### src/rtl/rv32_mem_pkg.sv
// Shared types for the data-memory arbiter: FSM states, master IDs, halt address default.
package rv32_mem_pkg;

  typedef enum logic [1:0] {
    ST_IDLE  = 2'd0,
    ST_ISSUE = 2'd1,
    ST_RESP  = 2'd2
  } state_t;

  typedef logic mid_t;

  localparam mid_t MID_CORE   = 1'b0;
  localparam mid_t MID_LOADER = 1'b1;

  localparam int unsigned HALT_ADDR_DEFAULT = 7777;

endpackage

### src/rtl/dmem_rr_pick.sv
// Two-way round-robin pick: on a tie the master not granted last wins.
module dmem_rr_pick
  import rv32_mem_pkg::*;
(
  input  logic [1:0] valid,
  input  mid_t       last_grant,
  output mid_t       grant
);

  always_comb begin
    grant = MID_CORE;
    if (valid == 2'b11) begin
      grant = mid_t'(~last_grant);
    end else if (valid[1]) begin
      grant = MID_LOADER;
    end
  end

endmodule

### src/rtl/dmem_arbiter.sv
// Two-master data-memory arbiter: one transaction in flight, accept -> issue -> respond.
module dmem_arbiter
  import rv32_mem_pkg::*;
#(
  parameter int unsigned ADDR_W    = 32,
  parameter int unsigned DATA_W    = 32,
  parameter int unsigned HALT_ADDR = HALT_ADDR_DEFAULT
) (
  input  logic                clk,
  input  logic                reset,

  input  logic                m0_valid,
  input  logic                m0_we,
  input  logic [ADDR_W-1:0]   m0_addr,
  input  logic [DATA_W-1:0]   m0_wdata,
  input  logic [DATA_W/8-1:0] m0_be,
  output logic                m0_ready,
  output logic                m0_resp,
  output logic [DATA_W-1:0]   m0_rdata,

  input  logic                m1_valid,
  input  logic                m1_we,
  input  logic [ADDR_W-1:0]   m1_addr,
  input  logic [DATA_W-1:0]   m1_wdata,
  input  logic [DATA_W/8-1:0] m1_be,
  output logic                m1_ready,
  output logic                m1_resp,
  output logic [DATA_W-1:0]   m1_rdata,

  output logic                mem_en,
  output logic                mem_we,
  output logic [ADDR_W-1:0]   mem_addr,
  output logic [DATA_W-1:0]   mem_wdata,
  output logic [DATA_W/8-1:0] mem_be,
  input  logic [DATA_W-1:0]   mem_rdata,

  output logic                halt
);

  localparam int unsigned BE_W = DATA_W / 8;

  state_t              r_state;
  mid_t                r_last_grant;
  mid_t                r_id;
  logic                r_we;
  logic [ADDR_W-1:0]   r_addr;
  logic [DATA_W-1:0]   r_wdata;
  logic [BE_W-1:0]     r_be;
  logic                r_halt;

  mid_t                w_grant;
  logic                w_accept;
  logic                w_we;
  logic [ADDR_W-1:0]   w_addr;
  logic [DATA_W-1:0]   w_wdata;
  logic [BE_W-1:0]     w_be;
  logic                w_resp;
  logic [DATA_W-1:0]   w_rdata;

  dmem_rr_pick u_pick (
    .valid      ({m1_valid, m0_valid}),
    .last_grant (r_last_grant),
    .grant      (w_grant)
  );

  assign w_accept = (r_state == ST_IDLE) && (m0_valid || m1_valid);

  assign w_we    = (w_grant == MID_LOADER) ? m1_we    : m0_we;
  assign w_addr  = (w_grant == MID_LOADER) ? m1_addr  : m0_addr;
  assign w_wdata = (w_grant == MID_LOADER) ? m1_wdata : m0_wdata;
  assign w_be    = (w_grant == MID_LOADER) ? m1_be    : m0_be;

  always_ff @(posedge clk or posedge reset) begin
    if (reset) begin
      r_state      <= ST_IDLE;
      r_last_grant <= MID_LOADER;
      r_id         <= MID_CORE;
      r_we         <= 1'b0;
      r_addr       <= '0;
      r_wdata      <= '0;
      r_be         <= '0;
      r_halt       <= 1'b0;
    end else begin
      case (r_state)
        ST_IDLE: begin
          if (w_accept) begin
            r_state      <= ST_ISSUE;
            r_last_grant <= w_grant;
            r_id         <= w_grant;
            r_we         <= w_we;
            r_addr       <= w_addr;
            r_wdata      <= w_wdata;
            r_be         <= w_be;
            // Set on the accept edge so halt is already high throughout ISSUE.
            if (w_we && (w_addr == ADDR_W'(HALT_ADDR))) begin
              r_halt <= 1'b1;
            end
          end
        end
        ST_ISSUE: r_state <= ST_RESP;
        ST_RESP:  r_state <= ST_IDLE;
        default:  r_state <= ST_IDLE;
      endcase
    end
  end

  assign m0_ready = w_accept && (w_grant == MID_CORE);
  assign m1_ready = w_accept && (w_grant == MID_LOADER);

  assign mem_en    = (r_state == ST_ISSUE);
  assign mem_we    = r_we;
  assign mem_addr  = r_addr;
  assign mem_wdata = r_wdata;
  assign mem_be    = r_be;

  // Memory read data is valid during RESP; writes respond with zero.
  assign w_resp  = (r_state == ST_RESP);
  assign w_rdata = (w_resp && !r_we) ? mem_rdata : '0;

  assign m0_resp  = w_resp && (r_id == MID_CORE);
  assign m1_resp  = w_resp && (r_id == MID_LOADER);
  assign m0_rdata = (r_id == MID_CORE)   ? w_rdata : '0;
  assign m1_rdata = (r_id == MID_LOADER) ? w_rdata : '0;

  assign halt = r_halt;

endmodule

### config.mk
export PLATFORM = sky130hd
export DESIGN_NAME = dmem_arbiter
export DESIGN_NICKNAME = d
export VERILOG_FILES = /design/src/rtl/rv32_mem_pkg.sv /design/src/rtl/dmem_rr_pick.sv /design/src/rtl/dmem_arbiter.sv
export SDC_FILE = /design/constraint.sdc
export NUM_CORES = 1
export LEC_CHECK = 0
export ABC_AREA = 0
export BUFFER_PORTS_ARGS = -buffer_cell sky130_fd_sc_hd__buf_2
export CAP_MARGIN = 25
export CORE_AREA = 8 8 114 116
export DETAILED_ROUTE_END_ITERATION = 12
export DIE_AREA = 0 0 122 124
export PLACE_DENSITY = 0.74
export SYNTH_ARGS = -nofsm -noshare
export SYNTH_HDL_FRONTEND = slang
export SYNTH_SLANG_ARGS = --single-unit
### constraint.sdc
create_clock -name clk -period 2.8 [get_ports clk]
set_input_delay 0.14 -clock clk [delete_from_list [all_inputs] [get_ports clk]]
set_output_delay 0.14 -clock clk [all_outputs]
set_load 0.01 [all_outputs]
==> results.md, run 1 <==
- The flop and latch count out of synthesis is 74.
- Wires add up to 14,800 um.
- The layout overhead on the synthesized area is 51.1%.
- The most used flip-flop cell after synthesis is sky130_fd_sc_hd__dfrtp_1.
- The starting density of the core is 0.342.
- The worst-case vdd ir drop is roughly 0.57 mV.
- The die outline area is about 15,000 um2.
- In this run the count of I/O pins placed on the die edge is roughly 310.
- In this run the critical register-to-register path is launched from r_last_grant.
- The count of cells along the worst hold path is 3.
- After the first detailed-routing iteration, the DRC count stood at 270.
- The flow ran to the end, and the final reports show no timing, DRC or antenna violations.
- The net count of the finished layout is between 800 and 900.
- The setup slack on the worst flop-to-flop path is approximately 1.0 ns.
- The clock arrives with approximately 0.007 ns of skew.
- The critical path starts at r_state[1].
- In this run the worst hold path is classified as input pin to flop.
- The data required time of the critical path is around 2.7 ns.
- Static timing analysis puts the maximum clock frequency at about 450 MHz.
- In this run the tightest slew margin relative to its limit is 0.474.
- The cell count after synthesis is approximately 380.
- The insertion delay to the later sink of the worst-skew pair is between 0.3 and 0.4 ns.
- The row count is 39.
- Yosys attributes the largest share of cell area to sky130_fd_sc_hd__dfrtp_1 48%, sky130_fd_sc_hd__and2_1 11%, sky130_fd_sc_hd__a222oi_1 9.4%.
- Summed over all cells, the static leakage comes to 3.32 nW.
- The ratio of routed vias to standard cells is approximately 5.0.
- The pre-antenna-repair detailed-routing pass consisted of 7 iterations.
- The final number of max-transition violations is 0.
- The initial antenna violation count is 2.
- Detailed placement finished with a half-perimeter wire length of 12,200 um.
- In this run, CTS created clock tree buffers numbering 9.
- For this run, the total global-route usage over all layers was measured as 0.182.
- The clock-pin slew on the worst setup and hold paths is about 0.050 ns.
- Each instance of the synthesized netlist takes up on average between 10 and 15 um2.
- For this run the aggregate overflow at the end of global routing stands at 0.
- The number of library cell types mapped by synthesis is 32.
- During placement, the flow inserted port buffers numbering about 310.
- The worst hold path begins at m1_be[3].
- The root buffer selected by CTS is sky130_fd_sc_hd__clkbuf_16.
- The number of hold violations in the final report is 0.
- The global-route wire length before repair is about 22,000 um.
- The count of clock tree sinks is 74.
- Summed over all nets, wire length on met2 after detailed routing comes to 7830 um.
- Yosys mapped a number of flops with a built-in enable equal to 0.
- The floorplan step set the die height to roughly 120 um.
- Measured in cells, the most critical reg-to-reg path has a length of 5.
- The sequential fraction of the synthesis area is 0.486.
- At the pin with the least slew margin, the transition time is 0.789 ns.
- The mapped cell area is between 3000 and 4000 um2.
- The met3 wire length is approximately 1600 um.
- The worst setup path is launched from a flop.
- The total of max-cap violations is 0.
- TritonCTS built the clock tree.
- The quantity of gates resized following cts is 0.
- The core footprint is ~11,000 um2.
- The destination of the worst hold path is mem_be[3].
- Dividing total power by cell area gives a power density of just under 1000 nW/um2.
- The top routing layer in use is met5.
- In the finished design, the share of the clock period the worst path needs comes to 0.787.
- For this block, the via count after detailed routing is 4,120.
- The die width is approximately 120 um.
- At the end of the flow the core is filled with cells to 0.516.
- The arrival time of data at the critical path endpoint is around 2 ns.
- 0 antenna diodes ended up in the layout.
- For the final routed database, the setup TNS stands at 0 ns.
- Setup repair after global routing left no endpoint under its margin.
- The worst reg2reg path endpoint is mem_addr[14].
- The synthesized net count is 555.
- In the final layout, the share of cells above drive strength 1 is 0.493.
- Subtracting the final worst setup slack from the clock period gives 2.20 ns.
- Dividing the detail-routed wire length by the instance count gives 17.8 um.
- The H-tree depth reported by CTS is 3.
- The number of routed nets with antenna violations is 0.
- The share of synthesized registers carrying an async set or reset is 1.00.
- Entering global routing, the biggest net connects 105 pins.
- The maximum buffer depth of the clock tree is 2.
- Setup violations remaining at the end of the flow were counted as 0.
- The sum of routed wire segments on met1 is 5130 um.
- The top fanout value on the critical path is 32.
- After detailed routing, the number of remaining DRC violations is 0.
- Routability-driven placement finished with a final weighted congestion of 0.849.
- The number of global-route vias before repair is approximately 4,400.
- The critical path in this run is classified as flop to output pin.
- The endpoint type of the worst setup path is an output pin.
- The synthesized design spends more area on one cell type than any other, namely sky130_fd_sc_hd__dfrtp_1.
- During synthesis, Yosys emitted a total of 0 warnings.
- The top-area cell type share of the netlist area is 0.479.
what timing repair did:
item | 4_1_cts | 5_1_grt
hold buffers | 1 | 0
setup buffers | 0 | 0
hold endpoints to repair | 34 | 0
worst max-delay path: stages (launching register included):
cell	delay (ns)
sky130_fd_sc_hd__dfrtp_1	0.46
sky130_fd_sc_hd__nor3b_1	0.26
sky130_fd_sc_hd__and2b_1	0.65
sky130_fd_sc_hd__and2_1	0.23
sky130_fd_sc_hd__buf_2	0.14
metal layers:
metal,up-vias,global-route usage
li1,1960,-
met1,1924,0.189
met2,218,0.334
met3,16,0.0635
met4,2,0.0625
met5,-,0
logic make-up after synthesis:
| kind of cell | after synthesis | synth area share |
|---|---|---|
| flops | 74 | 0.486 |
| compound gates | 77 | 0.155 |
| buf+inv | 66 | 0.0784 |
| simple gates | 132 | 0.197 |
| mux | 32 | 0.0839 |
synth_stat cells, drive strengths merged, types with 2 or more instances:
master  number
or4          3
a31oi        2
and2b        4
nor4         9
clkbuf      15
nand2       36
and2        65
mux2i       32
dfrtp       73
nor3         3
a21o         2
nand4        3
inv         38
buf         13
o21ai       33
nor2         3
a222oi      36
report_power, final:
part           internal [mW]  switching (mW)  total (mW)
Sequential              1.61           0.329        1.94
Combinational           1.11            1.47        2.58
Clock                  0.618           0.428        1.05
Total                   3.34            2.23        5.57
state kept, by name, summed over array words and instances (netlist names):
name          flops
r_last_grant      1
halt              1
r_state           2
mem_we            1
mem_be            4
r_id              1
mem_addr         32
mem_wdata        32
through the flow:
step | instance area [um2] | instances | setup WS, ns | hold slack [ns] | power, mW
finish | 5770 | 831 | 0.595 | 0.0122 | 5.57
global route | 5770 | 831 | 0.448 | 0.0197 | 5.99
CTS | 5770 | 831 | 0.605 | 0.00382 | 5.66
detailed placement | 5490 | 814 | 0.969 | 0.327 | 4.59
global placement | 5490 | 814 | 1.09 | 0.317 | 4.48
floorplan | 3820 | 381 | 0.780 | 0.261 | 3.45
worst max path at each step:
stage                              end  slack, ns
final                     m0_rdata[31]       0.60
after global routing      m0_rdata[19]       0.45
after CTS                 m0_rdata[31]       0.61
after detailed placement  m0_rdata[31]       0.97
after floorplan                   halt       0.78
after global placement            halt       1.09
placed cells by master, fill, tap and decap left out, types with 4 or more instances in the layout:
cell	count
sky130_fd_sc_hd__nor4_1	9
sky130_fd_sc_hd__inv_1	37
sky130_fd_sc_hd__clkbuf_16	9
sky130_fd_sc_hd__and2b_1	4
sky130_fd_sc_hd__dfrtp_1	73
sky130_fd_sc_hd__a222oi_1	36
sky130_fd_sc_hd__buf_2	312
sky130_fd_sc_hd__mux2i_1	32
sky130_fd_sc_hd__buf_4	4
sky130_fd_sc_hd__o21ai_0	32
sky130_fd_sc_hd__and2_1	65
sky130_fd_sc_hd__nand2_1	36
final cells by class:
type                       count  area [um2]
fill                        1043        5410
clock buffer                  11         243
timing repair buffer         319        1640
inverter                      38         143
tap                          143         179
multi-input combinational    241        1680
clock inverter                 5        30.0
sequential                    74        1850
No activity file was read; power rests on OpenSTA's default activity.
==> run 2, diff against run 1 <==
- ABC_AREA: 0 -> 1
- CORE_AREA: 8 8 114 116 -> 8 8 116 118
- DIE_AREA: 0 0 122 124 -> 0 0 124 126
- clock period: 2.8 -> 2.3 ns (I/O delays scaled with it)
==> run 2 against run 1 <==
Effect of this change: non-clock buffer count grew 54; critical path depth grew 3; sequential share of layout area fell by 3.8 points; routed wire length increased by 22%; core utilization increased by 4.2 points; design area is 13% higher; die area grew 3.3%; combinational power is 52% higher; synthesized cell count increased by 53%; cell count is 30% higher; largest cell class is now non-clock buffers; highest routed layer unchanged.
==> results.md, run 2 <==
- The run finished with clean final reports.
- The top routing layer in use is met5.
- For this run, design rule violations remaining after detail routing come to 0.
- The TritonCTS clock tree is done.
- After detailed routing, the number of vias per cell comes to 4.80.
- Measured against its own limit, the worst slew margin works out to 0.663.
- The routed design uses around 2300 um of met3 wire.
- In this run the register-to-register setup slack is roughly 0.26 ns.
- Counting flops with an async set or reset pin after synthesis yields a share of 1.00.
- At the pin with the least slew margin, the transition time is between 0.5 and 0.6 ns.
- The root buffer selected by CTS is sky130_fd_sc_hd__clkbuf_16.
- For the worst-skew pair, the clock arrives at the later sink with an insertion delay of around 0.33 ns.
- The layout overhead on the synthesized area is 61.1%.
- The die outline area is 15,600 um2.
- The mapped cell area is just over 4000 um2.
- Static timing analysis puts the maximum clock frequency at around 490 MHz.
- The final weighted congestion of routability-driven global placement is around 0.86.
- A synthesized cell averages 6.96 um2.
- Along the worst path, the maximum fanout reaches 30.
- Counting every sink on the clock net gives 74.
- The aggregate global routing overflow is 0.
- In this design, the stage delay of the slowest critical-path cell is between 0.5 and 0.6 ns.
- The top-area cell type share of the netlist area is 0.450.
- The worst clock skew on the final layout is between 0.006 and 0.007 ns.
- Summed over all failing endpoints, the final setup total negative slack is 0 ns.
- Buffers placed on the I/O ports in this run total around 310.
- The endpoint type of the worst setup path is a flop.
- The number of hold violations in the final report is 0.
- The average detailed-routed wire length per instance is 16.6 um.
- The final route contains approximately 5,200 vias.
- The number of library cell types mapped by synthesis is 21.
- Leaving out fill and tap cells, the most frequent cell in the layout is sky130_fd_sc_hd__buf_2.
- The static leakage is between 3 and 4 nW.
- The final period demand of the worst path is 2.04 ns.
- The detailed router's first-iteration violation count is a little under 300.
- The initial antenna violation count is 2.
- The signal on the critical path passes through nor2_1 > o21ai_4 > nor2_4 > buf_12 > nand2_1 > nand3_1 > dlygate4sd3_1.
- The row count is 40.
- The detail route stage leaves a number of antenna-violating nets equal to 0.
- Setup repair after global routing left no endpoint under its margin.
- The sequential fraction of the synthesis area is 0.456.
- In this run the deepest clock path goes through 2 buffers.
- The aggregate global-route resource usage is 0.219.
- The synthesized net count is 757.
- The final number of max-transition violations is 0.
- The starting density of the core is 0.347.
- The clock-pin slew on the worst setup and hold paths is 0.06 ns.
- After detailed routing, the met2 layer carries 8990 um of wire.
- Yosys attributes the largest share of cell area to sky130_fd_sc_hd__dfrtp_1 45%, sky130_fd_sc_hd__nand2_1 19%, sky130_fd_sc_hd__nor3_1 7.9%.
- The detailed router put a total of 6340 um of wire on met1.
- The data required time of the critical path is ~2.6 ns.
- In this run the worst hold path is classified as input pin to flop.
- After the last flow step, the layout net total stands at between 1,000 and 1,500.
- From left edge to right edge, the die measures 124 um.
- The predominant post-synthesis flop cell is sky130_fd_sc_hd__dfrtp_1.
- Before antenna repair, the detailed router went through 5 iterations.
- The flop and latch count out of synthesis is 74.
- The largest total area in the synthesized netlist belongs to sky130_fd_sc_hd__dfrtp_1.
- During I/O placement, the number of pins put on the boundary was ~310.
- The cell with the most instances after synthesis is sky130_fd_sc_hd__nand2_1.
- The largest individual stage delay along the critical path comes from the cell sky130_fd_sc_hd__dlygate4sd3_1.
- In this run the vertical extent of the chip is 126 um.
- Of the cells placed in the final design, the portion with a size suffix greater than 1 is 0.372.
- The CTS buffer count is 9.
- For this design the ratio of total power to cell area is between 1000 and 1500 nW/um2.
- The total detailed-routing wirelength is between 15,000 and 20,000 um.
- The kind of launch point of the worst setup path is a flop.
- In the synthesized netlist, the number of instances is about 580.
- The class of the most critical setup path is flop to flop.
- The total of max-cap violations is 0.
- Entering global routing, the biggest net connects 75 pins.
- The standard cell area after detailed placement is between 5000 and 6000 um2.
- Yosys mapped a number of flops with a built-in enable equal to 0.
- STA puts the critical path data arrival time at around 2.3 ns.
- The core region is 11,700 um2.
- The number of post-CTS setup repair buffers is 0.
- The fraction of the cycle the final worst path needs is 0.889.
- Ranked by instance count, the synthesized netlist is headed by 209 x sky130_fd_sc_hd__nand2_1, 73 x sky130_fd_sc_hd__dfrtp_1, 64 x sky130_fd_sc_hd__nor3_1.
- In this run the number of H-tree levels came out at 3.
- The detailed placer's ending HPWL is 13,700 um.
- With fillers left out, the area of the finished cells amounts to between 6000 and 7000 um2.
- During synthesis, Yosys emitted a total of 0 warnings.
- Leaving out fill and tap cells, the most frequent cells in the layout are 312 x sky130_fd_sc_hd__buf_2, 209 x sky130_fd_sc_hd__nand2_1, 73 x sky130_fd_sc_hd__dfrtp_1.
- The number of global-route vias before repair is between 5,000 and 6,000.
- 0 antenna diodes ended up in the layout.
- Setup violations remaining at the end of the flow were counted as 0.
- The global-route wire length before repair is approximately 27,000 um.
- The worst-case vdd ir drop is slightly below 0.6 mV.
==> run 2: metal layers <==
| metal | track usage | vias to the layer above |
|---|---|---|
| li1 | - | 2555 |
| met1 | 0.236 | 2336 |
| met2 | 0.383 | 268 |
| met3 | 0.0871 | 27 |
| met4 | 0.0658 | 4 |
| met5 | 0 | - |
==> run 2: kinds of logic (layout without fill, tap and decap cells) <==
group                  after synthesis  count (layout)  synth area share
AOI/OAI and AO/OA                   41              41            0.0555
buffers and inverters               97             448            0.0977
DFF                                 74              74             0.456
and+or+nand+nor                    371             371             0.390
==> run 2: layout make-up <==
class	instances	area, um2
timing repair buffer	373	2170
multi-input combinational	412	1830
sequential	74	1850
clock inverter	5	37.5
tap	147	184
fill	1123	5170
clock buffer	11	243
inverter	59	224
==> run 2: critical path, delay by kind of cell, from the launching register on <==
kind	cells	cell delay, ns
buffers and inverters	2	0.78
DFF	1	0.43
AOI/OAI and AO/OA	1	0.12
and+or+nand+nor	4	0.65
==> run 2: final timing paths <==
kind,depth (start not counted),to,startpoint
hold reg to reg,2,r_last_grant,r_last_grant
min in group asynchronous,4,mem_wdata[1],reset
setup reg to reg,7,mem_wdata[19],r_state[1]
max in group asynchronous,4,r_last_grant,reset
hold / removal,3,mem_wdata[0],m1_wdata[0]
setup / recovery,7,mem_wdata[19],r_state[1]
==> run 2: timing repair <==
item | CTS | global route
hold buffers | 49 | 0
setup endpoints to repair | 0 | 16
gates resized for setup | 0 | 3
hold endpoints to repair | 105 | 0
==> run 2: report_power, final <==
part           internal, mW  total [mW]  switching [mW]
logic                  1.57        3.92            2.35
clock network         0.764        1.32           0.559
registers              1.97        2.34           0.367
total                  4.30        7.58            3.28
==> run 2: through the flow <==
| stage | hold slack [ns] | utilization | total power, mW | cells | setup WS (ns) |
|---|---|---|---|---|---|
| after floorplan | 0.235 | - | 4.40 | 583 | 0.305 |
| after global placement | 0.234 | 0.492 | 5.89 | 1016 | 0.595 |
| after detailed placement | 0.235 | 0.492 | 5.95 | 1016 | 0.566 |
| after CTS | 0.00108 | 0.558 | 7.61 | 1081 | 0.115 |
| after global routing | 0.0157 | 0.558 | 8.15 | 1081 | 0.107 |
| final | 0.0105 | 0.558 | 7.58 | 1081 | 0.255 |
